**src/rtl/channel_readout_packer.sv**
```systemverilog
// Readout stage for one ring-buffer channel. It frames the returned samples as
// header, data and trailer words and queues them in a FIFO for the host stream.
module channel_readout_packer #(
   parameter int WIDTH     = 12,
   parameter int SIZE      = 12,
   parameter int FIFO_LOG2 = 4,
   parameter int TIMEOUT   = 4095
) (
   input  logic             clk,
   input  logic             reset,
   input  logic             start,
   input  logic [3:0]       chan_id,
   input  logic [SIZE-1:0]  how_many,
   output logic             read_request,
   input  logic             ro_enable,
   input  logic             rodone_n,
   input  logic [WIDTH-1:0] sample_in,
   output logic [15:0]      out_data,
   output logic             out_valid,
   input  logic             out_ready,
   output logic             busy,
   output logic             overflow
);

   // state   | meaning
   // IDLE    | waiting for start
   // HDR0    | push {A, how_many}
   // HDR1    | push {B, 00, chan_id}
   // COLLECT | read_request high, push one data word per valid sample
   // TRL     | push {E|F, count}, then back to IDLE
   typedef enum logic [2:0] {
      S_IDLE,
      S_HDR0,
      S_HDR1,
      S_COLLECT,
      S_TRL
   } state_t;

   localparam int DEPTH = 1 << FIFO_LOG2;
   localparam int TW    = $clog2(TIMEOUT + 1);
   localparam logic [FIFO_LOG2:0] FULL_LVL = {1'b1, {FIFO_LOG2{1'b0}}};
   localparam logic [TW-1:0]      TO_LAST  = TW'(TIMEOUT - 1);

   state_t                 state_q, state_d;
   logic [SIZE-1:0]        how_many_q, how_many_d;
   logic [3:0]             chan_q, chan_d;
   logic [SIZE-1:0]        count_q, count_d;
   logic [TW-1:0]          timeout_q, timeout_d;
   logic                   timed_out_q, timed_out_d;
   logic                   overflow_q, overflow_d;
   logic                   read_request_q, read_request_d;

   logic [15:0]            mem_q [DEPTH];
   logic [FIFO_LOG2-1:0]   wr_ptr_q, wr_ptr_d;
   logic [FIFO_LOG2-1:0]   rd_ptr_q, rd_ptr_d;
   logic [FIFO_LOG2:0]     level_q, level_d;
   logic [15:0]            out_data_q, out_data_d;

   logic                   pop;
   logic                   can_push;
   logic                   push_req;
   logic                   do_push;
   logic [15:0]            push_data;
   logic                   sample_ok;

   assign pop       = (level_q != '0) && out_ready;
   assign can_push  = (level_q != FULL_LVL) || pop;
   assign sample_ok = ro_enable && rodone_n && read_request_q;
   assign do_push   = push_req && can_push;

   always_comb begin
      state_d     = state_q;
      how_many_d  = how_many_q;
      chan_d      = chan_q;
      count_d     = count_q;
      timeout_d   = timeout_q;
      timed_out_d = timed_out_q;
      overflow_d  = overflow_q;
      push_req    = 1'b0;
      push_data   = '0;

      case (state_q)
         S_IDLE: begin
            if (start) begin
               how_many_d  = how_many;
               chan_d      = chan_id;
               count_d     = '0;
               timeout_d   = '0;
               timed_out_d = 1'b0;
               overflow_d  = 1'b0;
               state_d     = S_HDR0;
            end
         end
         S_HDR0: begin
            push_req  = 1'b1;
            push_data = {4'hA, how_many_q};
            if (can_push) state_d = S_HDR1;
         end
         S_HDR1: begin
            push_req  = 1'b1;
            push_data = {4'hB, 8'h00, chan_q};
            if (can_push) state_d = (how_many_q != '0) ? S_COLLECT : S_TRL;
         end
         S_COLLECT: begin
            if ((count_q == how_many_q) || (ro_enable && !rodone_n)) begin
               state_d = S_TRL;
            end else if (sample_ok) begin
               // a dropped sample is still counted to stay aligned with the channel
               push_req  = 1'b1;
               push_data = {4'h0, sample_in};
               count_d   = count_q + 1'b1;
               timeout_d = '0;
               if (!can_push) overflow_d = 1'b1;
            end else if (timeout_q == TO_LAST) begin
               state_d     = S_TRL;
               timed_out_d = 1'b1;
            end else begin
               timeout_d = timeout_q + 1'b1;
            end
         end
         S_TRL: begin
            push_req  = 1'b1;
            push_data = {(timed_out_q ? 4'hF : 4'hE), count_q};
            if (can_push) state_d = S_IDLE;
         end
         default: state_d = S_IDLE;
      endcase
   end

   assign read_request_d = (state_d == S_COLLECT);

   always_comb begin
      wr_ptr_d   = wr_ptr_q + FIFO_LOG2'(do_push);
      rd_ptr_d   = rd_ptr_q + FIFO_LOG2'(pop);
      level_d    = level_q + (FIFO_LOG2 + 1)'(do_push) - (FIFO_LOG2 + 1)'(pop);
      out_data_d = out_data_q;
      // head slot may be the one being written this cycle (empty or drained FIFO)
      if (level_d != '0) begin
         out_data_d = (do_push && (wr_ptr_q == rd_ptr_d)) ? push_data : mem_q[rd_ptr_d];
      end
   end

   always_ff @(posedge clk) begin
      if (reset) begin
         state_q        <= S_IDLE;
         how_many_q     <= '0;
         chan_q         <= '0;
         count_q        <= '0;
         timeout_q      <= '0;
         timed_out_q    <= 1'b0;
         overflow_q     <= 1'b0;
         read_request_q <= 1'b0;
         wr_ptr_q       <= '0;
         rd_ptr_q       <= '0;
         level_q        <= '0;
         out_data_q     <= '0;
      end else begin
         state_q        <= state_d;
         how_many_q     <= how_many_d;
         chan_q         <= chan_d;
         count_q        <= count_d;
         timeout_q      <= timeout_d;
         timed_out_q    <= timed_out_d;
         overflow_q     <= overflow_d;
         read_request_q <= read_request_d;
         wr_ptr_q       <= wr_ptr_d;
         rd_ptr_q       <= rd_ptr_d;
         level_q        <= level_d;
         out_data_q     <= out_data_d;
      end
   end

   always_ff @(posedge clk) begin
      if (do_push) mem_q[wr_ptr_q] <= push_data;
   end

   assign read_request = read_request_q;
   assign busy         = (state_q != S_IDLE);
   assign overflow     = overflow_q;
   assign out_valid    = (level_q != '0);
   assign out_data     = out_data_q;

endmodule

```
**config.mk**
```make
export PLATFORM = sky130hd
export DESIGN_NAME = channel_readout_packer
export DESIGN_NICKNAME = d
export VERILOG_FILES = /design/src/rtl/channel_readout_packer.sv
export SDC_FILE = /design/constraint.sdc
export NUM_CORES = 1
export LEC_CHECK = 0
export CORE_MARGIN = 2
export CORE_UTILIZATION = 45
export DETAILED_ROUTE_END_ITERATION = 16
export GPL_TIMING_DRIVEN = 0
export PLACE_DENSITY = 0.72
export REMOVE_ABC_BUFFERS = 1
export SLEW_MARGIN = 40
export SYNTH_ARGS = -nofsm -noshare
export SYNTH_HDL_FRONTEND = slang
export SYNTH_SLANG_ARGS = --single-unit
export TNS_END_PERCENT = 100
```
**constraint.sdc**
```tcl
create_clock -name clk -period 4.3 [get_ports clk]
set_input_delay 0.86 -clock clk [delete_from_list [all_inputs] [get_ports clk]]
set_output_delay 0.86 -clock clk [all_outputs]
set_load 0.01 [all_outputs]
```
* After elaboration in Yosys (flattened, before gate mapping)
Memories as Yosys holds them, arrays and structs flattened. A register that Yosys moved wholly into a read port is not among the register bits.
Index checks and enable logic that the tools add are counted.
** Cells by class
- Add/sub/neg operators :: 6
- Multiply operators :: 0
- Divide/modulo/power cells :: 0
- Magnitude comparators :: 0
- Equal/unequal tests :: 15
- Shift operators :: 0
- Mux-type cells :: 35
- Bitwise gates (word level) :: 0
- Reductions and logical operators :: 20
** Operator list (number)
- $mux W12 :: 8
- $pmux W16 S4 :: 1
- $pmux W12 S2 :: 2
- $add A12 B1 Y12 const B :: 2
- $mux W3 :: 8
- $pmux W3 S5 :: 1
- $eq A12 B12 Y1 :: 1
- $eq A12 B12 Y1 const B :: 1
- $mux W1 :: 12
- $ne A2 B2 Y1 const B :: 6
- $reduce_bool A12 Y1 :: 1
- $reduce_and A5 Y1 :: 2
- $reduce_bool A5 Y1 :: 2
- $eq A3 B2 Y1 const B :: 3
- $add A4 B1 Y4 :: 2
- $reduce_and A4 Y1 :: 2
- $pmux W1 S2 :: 3
- $add A5 B1 Y5 :: 1
- $logic_and A1 B1 Y1 :: 5
- $ne A5 B5 Y1 const B :: 1
- $sub A5 B1 Y5 :: 1
- $eq A3 B1 Y1 const B :: 1
- $eq A3 B3 Y1 const B :: 1
- $logic_not A3 Y1 :: 1
- other kinds (7) :: 8
** Word-level totals
- Bits in registers :: 59
- Latch bits :: 0
- Bits in writable memories :: 256
- Memory bits (read-only) :: 0
- Input port bits :: 34
- Output and inout bits :: 20
- Word-level logic and storage cells :: 88
- Memories kept :: 1
** Memory list
- mem_q :: depth 16, width 16, read ports 1, clocked after memory_dff 1, wr ports 1, line 53 : logic [15:0] mem_q [DEPTH];

* Longest topological paths before layout
- Depth after elaboration :: 9
- Mapped depth :: 18
- Mapped depth without buffers :: 15

* Worst setup path before layout
No wires, ideal clock.
- Path kind :: input to register
- Start point :: in rodone_n
- End point :: reg out_data_q[0], in the netlist out_data[0], read port of mem_q
- Setup time :: 79 ps
- Arrival time :: 3867 ps
- Data required time :: 4221 ps
- Path slack :: 354 ps
- Stages on the path :: 16
- Path buffers :: 2
- Cells stage by stage :: and3_1 -> nand2_1 -> a31oi_1 -> buf_2 -> nor2_1 -> nand2_1 -> o21ai_0 -> ha_1 -> fa_1 -> a21oi_1 -> o21bai_1 -> xnor2_1 -> a31oi_1 -> clkbuf_1 -> o2111ai_1 -> o211ai_1
** Between the ends
- Longest elaborated chain between the ends :: 9
- Elaborated cells between the ends (all ways) :: 12
- Classes of those cells :: 2 x add/sub; 3 x mux; 7 x reduce/logical
** Ends and longest elaborated chain
- start: declaration :: line 16 : input logic rodone_n,
- $logic_and A1 B1 Y1 or $logic_not A1 Y1 (tied branches) :: line 68, 105
- $logic_and A1 B1 Y1, on equally long branches :: line 68, 105
- $mux W1 or $logic_or A1 B1 Y1 (tied branches) :: line 107, 105
- $mux W1 * :: line 105 : if ((count_q == how_many_q) || (ro_enable && !rodone_n)) begin
- $pmux W1 S2 * :: line 82 : case (state_q)
- $logic_and A1 B1 Y1 * :: line 69 : assign do_push = push_req && can_push;
- $add A5 B1 Y5 * :: line 135 : level_d = level_q + (FIFO_LOG2 + 1)'(do_push) - (FIFO_LOG2 + 1)'(pop);
- $sub A5 B1 Y5 * :: line 135
- $reduce_bool A5 Y1 * :: line 138 : if (level_d != '0) begin
- end: declaration :: line 57 : logic [15:0] out_data_q, out_data_d;
Mark *: on every way between the ends. The rest lies on a longest branch, timed or not.
A chain may end at the register's enable or synchronous reset.

* Worst setup path after layout
- Start point :: reg level_q[3]
- End point :: reg out_data_q[4], in the netlist out_data[4], read port of mem_q
** Between the ends
- Longest elaborated chain between the ends :: 7
- Elaborated cells between the ends (all ways) :: 9
- Classes of those cells :: 3 x add/sub; 1 x eq/ne; 5 x reduce/logical
** Ends and longest elaborated chain
- start: declaration :: line 56 : logic [FIFO_LOG2:0] level_q, level_d;
- start signal: assignment :: line 168 : level_q <= level_d;
- $reduce_bool A5 Y1 :: line 66 : assign pop = (level_q != '0) && out_ready;
- $logic_and A1 B1 Y1 :: line 66
- $logic_or A1 B1 Y1 :: line 67 : assign can_push = (level_q != FULL_LVL) || pop;
- $logic_and A1 B1 Y1 :: line 69
- $add A5 B1 Y5 :: line 135
- $sub A5 B1 Y5 :: line 135
- $reduce_bool A5 Y1 :: line 138
Several ways; a longest one is shown, not always the timed one.

==> impl_metrics.py <==
metrics = {
    "outcome": {
        "outcome": "completed",
    },
    "layout": {
        "drive_gt1_share_pct": 22.0,
        "diodes": 0,
        "layout.nets": 1003,
        "final_area_um2": 15800,
        "final_util_pct": 54.9,
        "finalNonFillerCells": 1364,
        "syn2layout_area_growth_pct": 19.8,
    },
    "logic_synthesis": {
        "synth_most_common_cell": "edfxtp_1",
        "syn_inst": 881,
        "ys_seq_elements": 314,
        "ys_async_sr_fraction_pct": 0,
        "yosysUniqueCellTypes": 59,
        "avgSynthCellArea_um2": 15.0,
        "synth.top_cells.by_count": "edfxtp_1, dfxtp_1, nand2_1, mux4_2, nor2_1",
        "synthMuxAreaShare_pct": 12.7,
        "synth_top_area_share_pct": 54.7,
        "synthSimpleGateAreaFrac_pct": 8.66,
        "synth_area_leaders": "edfxtp_1, dfxtp_1, mux4_2",
        "yosys_warnings": 0,
        "synthFlopType": "edfxtp_1",
        "synth_top_family_by_area": "multiplexers",
        "synth_compound_area_share_pct": 6.77,
        "synth_edf_count": 240,
        "synthAdderAreaFrac_pct": 1.29,
        "synth-xor-area-share_pct": 1.93,
        "seq_area_frac_synth_pct": 65.9,
        "syn_area_um2": 13200,
        "yosysTopAreaCell": "edfxtp_1",
    },
    "drt": {
        "drc": 0,
        "routedWlPerCell_um": 22.3,
        "drt_iter0_markers": 853,
        "first_pass_iters": 7,
        "routed_via_density": 5.87,
        "num_vias": 8012,
        "drt-total-wl_mm": 30.5,
        "ant_nets": 0,
    },
    "power": {
        "peakVddDrop_uv": 366,
        "power_density_nw_per_um2": 625,
        "power_mw": 9.87,
        "leakage_nw": 5.46,
    },
    "worst_setup_path": {
        "cp-startpoint": "level_q[3]",
        "path_common_cell": "ha_4",
        "end_kind": "flip-flop",
        "arrival_ps": 4570,
        "worstPathRequired_ps": 4730,
        "reg2reg_from": "level_q[3]",
        "crit_type": "flip-flop to flip-flop",
        "slowest_stage": "o2111ai_4",
        "critPathLaunchType": "flip-flop",
        "slowest_delay_ps": 530,
        "cp_cell_sequence": "inv_1 > ha_1 > or3b_2 > or2_2 > and2_1 > ha_4 > ha_4 > xnor2_2 > buf_4 > xnor2_1 > nor3_1 > o2111ai_4 > o2111ai_1 > o221ai_1",
        "critical_path.max_fanout": 15,
    },
    "cts": {
        "cts_sinks": 314,
        "cts_buffer_depth": 3,
        "htree_levels": 1,
        "clock_latency_ps": 580,
        "hold_buffers": 0,
        "cts_tree": "done",
        "cts_buffers": 30,
        "clk_pin_slew_ps": 70,
        "clock-root-buffer": "clkbuf_16",
    },
    "sta": {
        "worst_slew_pin_slew_ps": 822,
        "rsz0062_at_grt": "false",
        "report.final.slew_viol_count": 0,
        "slew_headroom_pct": 45.1,
        "fin_crit_sh_pct": 96.2,
        "finClkSkew_ps": 25.5,
        "tns_ps": 0,
        "period_needed_ps": 4140,
        "max_freq_ghz": 0.242,
        "finalHoldViolations": 0,
        "setup_viol": 0,
    },
    "placement": {
        "dp_cells": 1301,
        "io_buffers": 53,
        "place_hpwl_mm": 19.7,
        "place_area_um2": 14600,
        "place_congestion": 0.852,
    },
    "global_route": {
        "antenna_found_initial": 0,
        "grt_pass1_wl_mm": 46.9,
        "met2_usage_pct": 32.6,
        "use_met3_pct": 3.42,
        "grt-busiest-layer": "met2",
        "grt_max_degree": 34,
        "grt_usage_pct": 20.0,
        "first_global_vias": 8094,
        "grt.overflow.total": 0,
        "grt_use_met1_pct": 27.3,
    },
    "floorplanning": {
        "rows": 62,
        "io_pins": 54,
        "die_y_um": 175,
        "core_area_um2": 28800,
        "die_area_um2": 30700,
        "chipWidth_um": 175,
        "start_util_pct": 45.8,
    },
    "worst_hold_path": {
        "holdCritPathClass": "flip-flop to flip-flop",
        "hp-start": "chan_q[0]",
    },
    "flow_run": {
        "maxCapViolations": 0,
    },
}
## worst max-delay path: cells and delay by family (launching register included)
kind,cells,cell delay (ps)
adder cells (fa/ha/maj),3,480
flip-flops,1,310
AND/OR/NAND/NOR,4,1430
AO/OA/AOI/OAI,3,1010
buffers and inverters,2,340
XOR/XNOR,2,440
## state kept, by name (all words and copies together) (netlist names), 3 cells and up
signal,flops
count_q,12
chan_q,4
wr_ptr_q,4
timeout_q,12
how_many_q,12
out_data,15
level_q,5
mem_q,240
state_q,3
rd_ptr_q,4
## kinds of logic (layout without fill, tap and decap cells)
logic type                 after synthesis  count (layout)
DFF                                    314             314
and+or+nand+nor                        224             224
AOI/OAI and AO/OA                      127             128
muxes                                   90              90
buffers and inverters                   84             182
xor gates and xnor gates                29              29
adders and majority gates               13              13
## power breakdown
group | switching (mW) | internal (mW)
combinational | 1.67 | 1.51
clock | 1.15 | 1.76
sequential | 0.181 | 3.59
total | 3.00 | 6.87
## path summary, 6_finish.rpt
| path | to | slack (ps) | cells past startpoint |
|---|---|---|---|
| worst max-delay path | out_data[4] | 160 | 14 |
| worst min-delay path | chan_q[0] | 470 | 2 |
| worst max register to register | out_data[4] | 160 | 14 |
| worst min register to register | chan_q[0] | 470 | 2 |
## repair_timing
item                                    CTS  global route
cloned                                    0             1
gates resized for setup                   5             4
pin swaps                                 1             1
setup buffers                             1             4
endpoints found under the setup margin   15            15
## layer usage
metal / up-vias / wire (um)
met1: 4005 / 12500
li1: 3590 / -
met2: 346 / 14800
met3: 71 / 2130
met5: - / 0
met4: 0 / 1050
## per-stage QoR
step,setup slack [ps],hold WS (ps)
global route,8.45,489
detailed placement,-839,457
global placement,-3130,449
finish,164,470
CTS,12.3,466
floorplan,-861,430
## final cells by class
cell class | count | area (um^2)
clock buffers | 36 | 803
clock inverters | 20 | 309
fillers | 2251 | 13000
inverters | 32 | 120
multi-input cells | 484 | 4400
flip-flops and latches | 314 | 8690
well taps | 384 | 480
repair buffers | 94 | 986
## cell usage in the layout, fill, tap and decap left out, types with 9 or more instances in the layout
| master | count |
|---|---|
| mux2i_1 | 15 |
| nand4_1 | 9 |
| xor2_1 | 21 |
| nand2_1 | 65 |
| edfxtp_1 | 240 |
| inv_1 | 32 |
| nand3_1 | 24 |
| o2111ai_1 | 16 |
| nor2_1 | 33 |
| o221ai_1 | 9 |
| dfxtp_1 | 71 |
| mux4_2 | 60 |
| buf_4 | 16 |
| clkdlybuf4s50_1 | 52 |
| buf_8 | 15 |
| ha_1 | 10 |
| o21ai_0 | 16 |
| nor2_4 | 12 |
| a21oi_1 | 40 |
| mux2_2 | 15 |
| clkbuf_16 | 30 |
No activity file was read; power rests on OpenSTA's default activity.
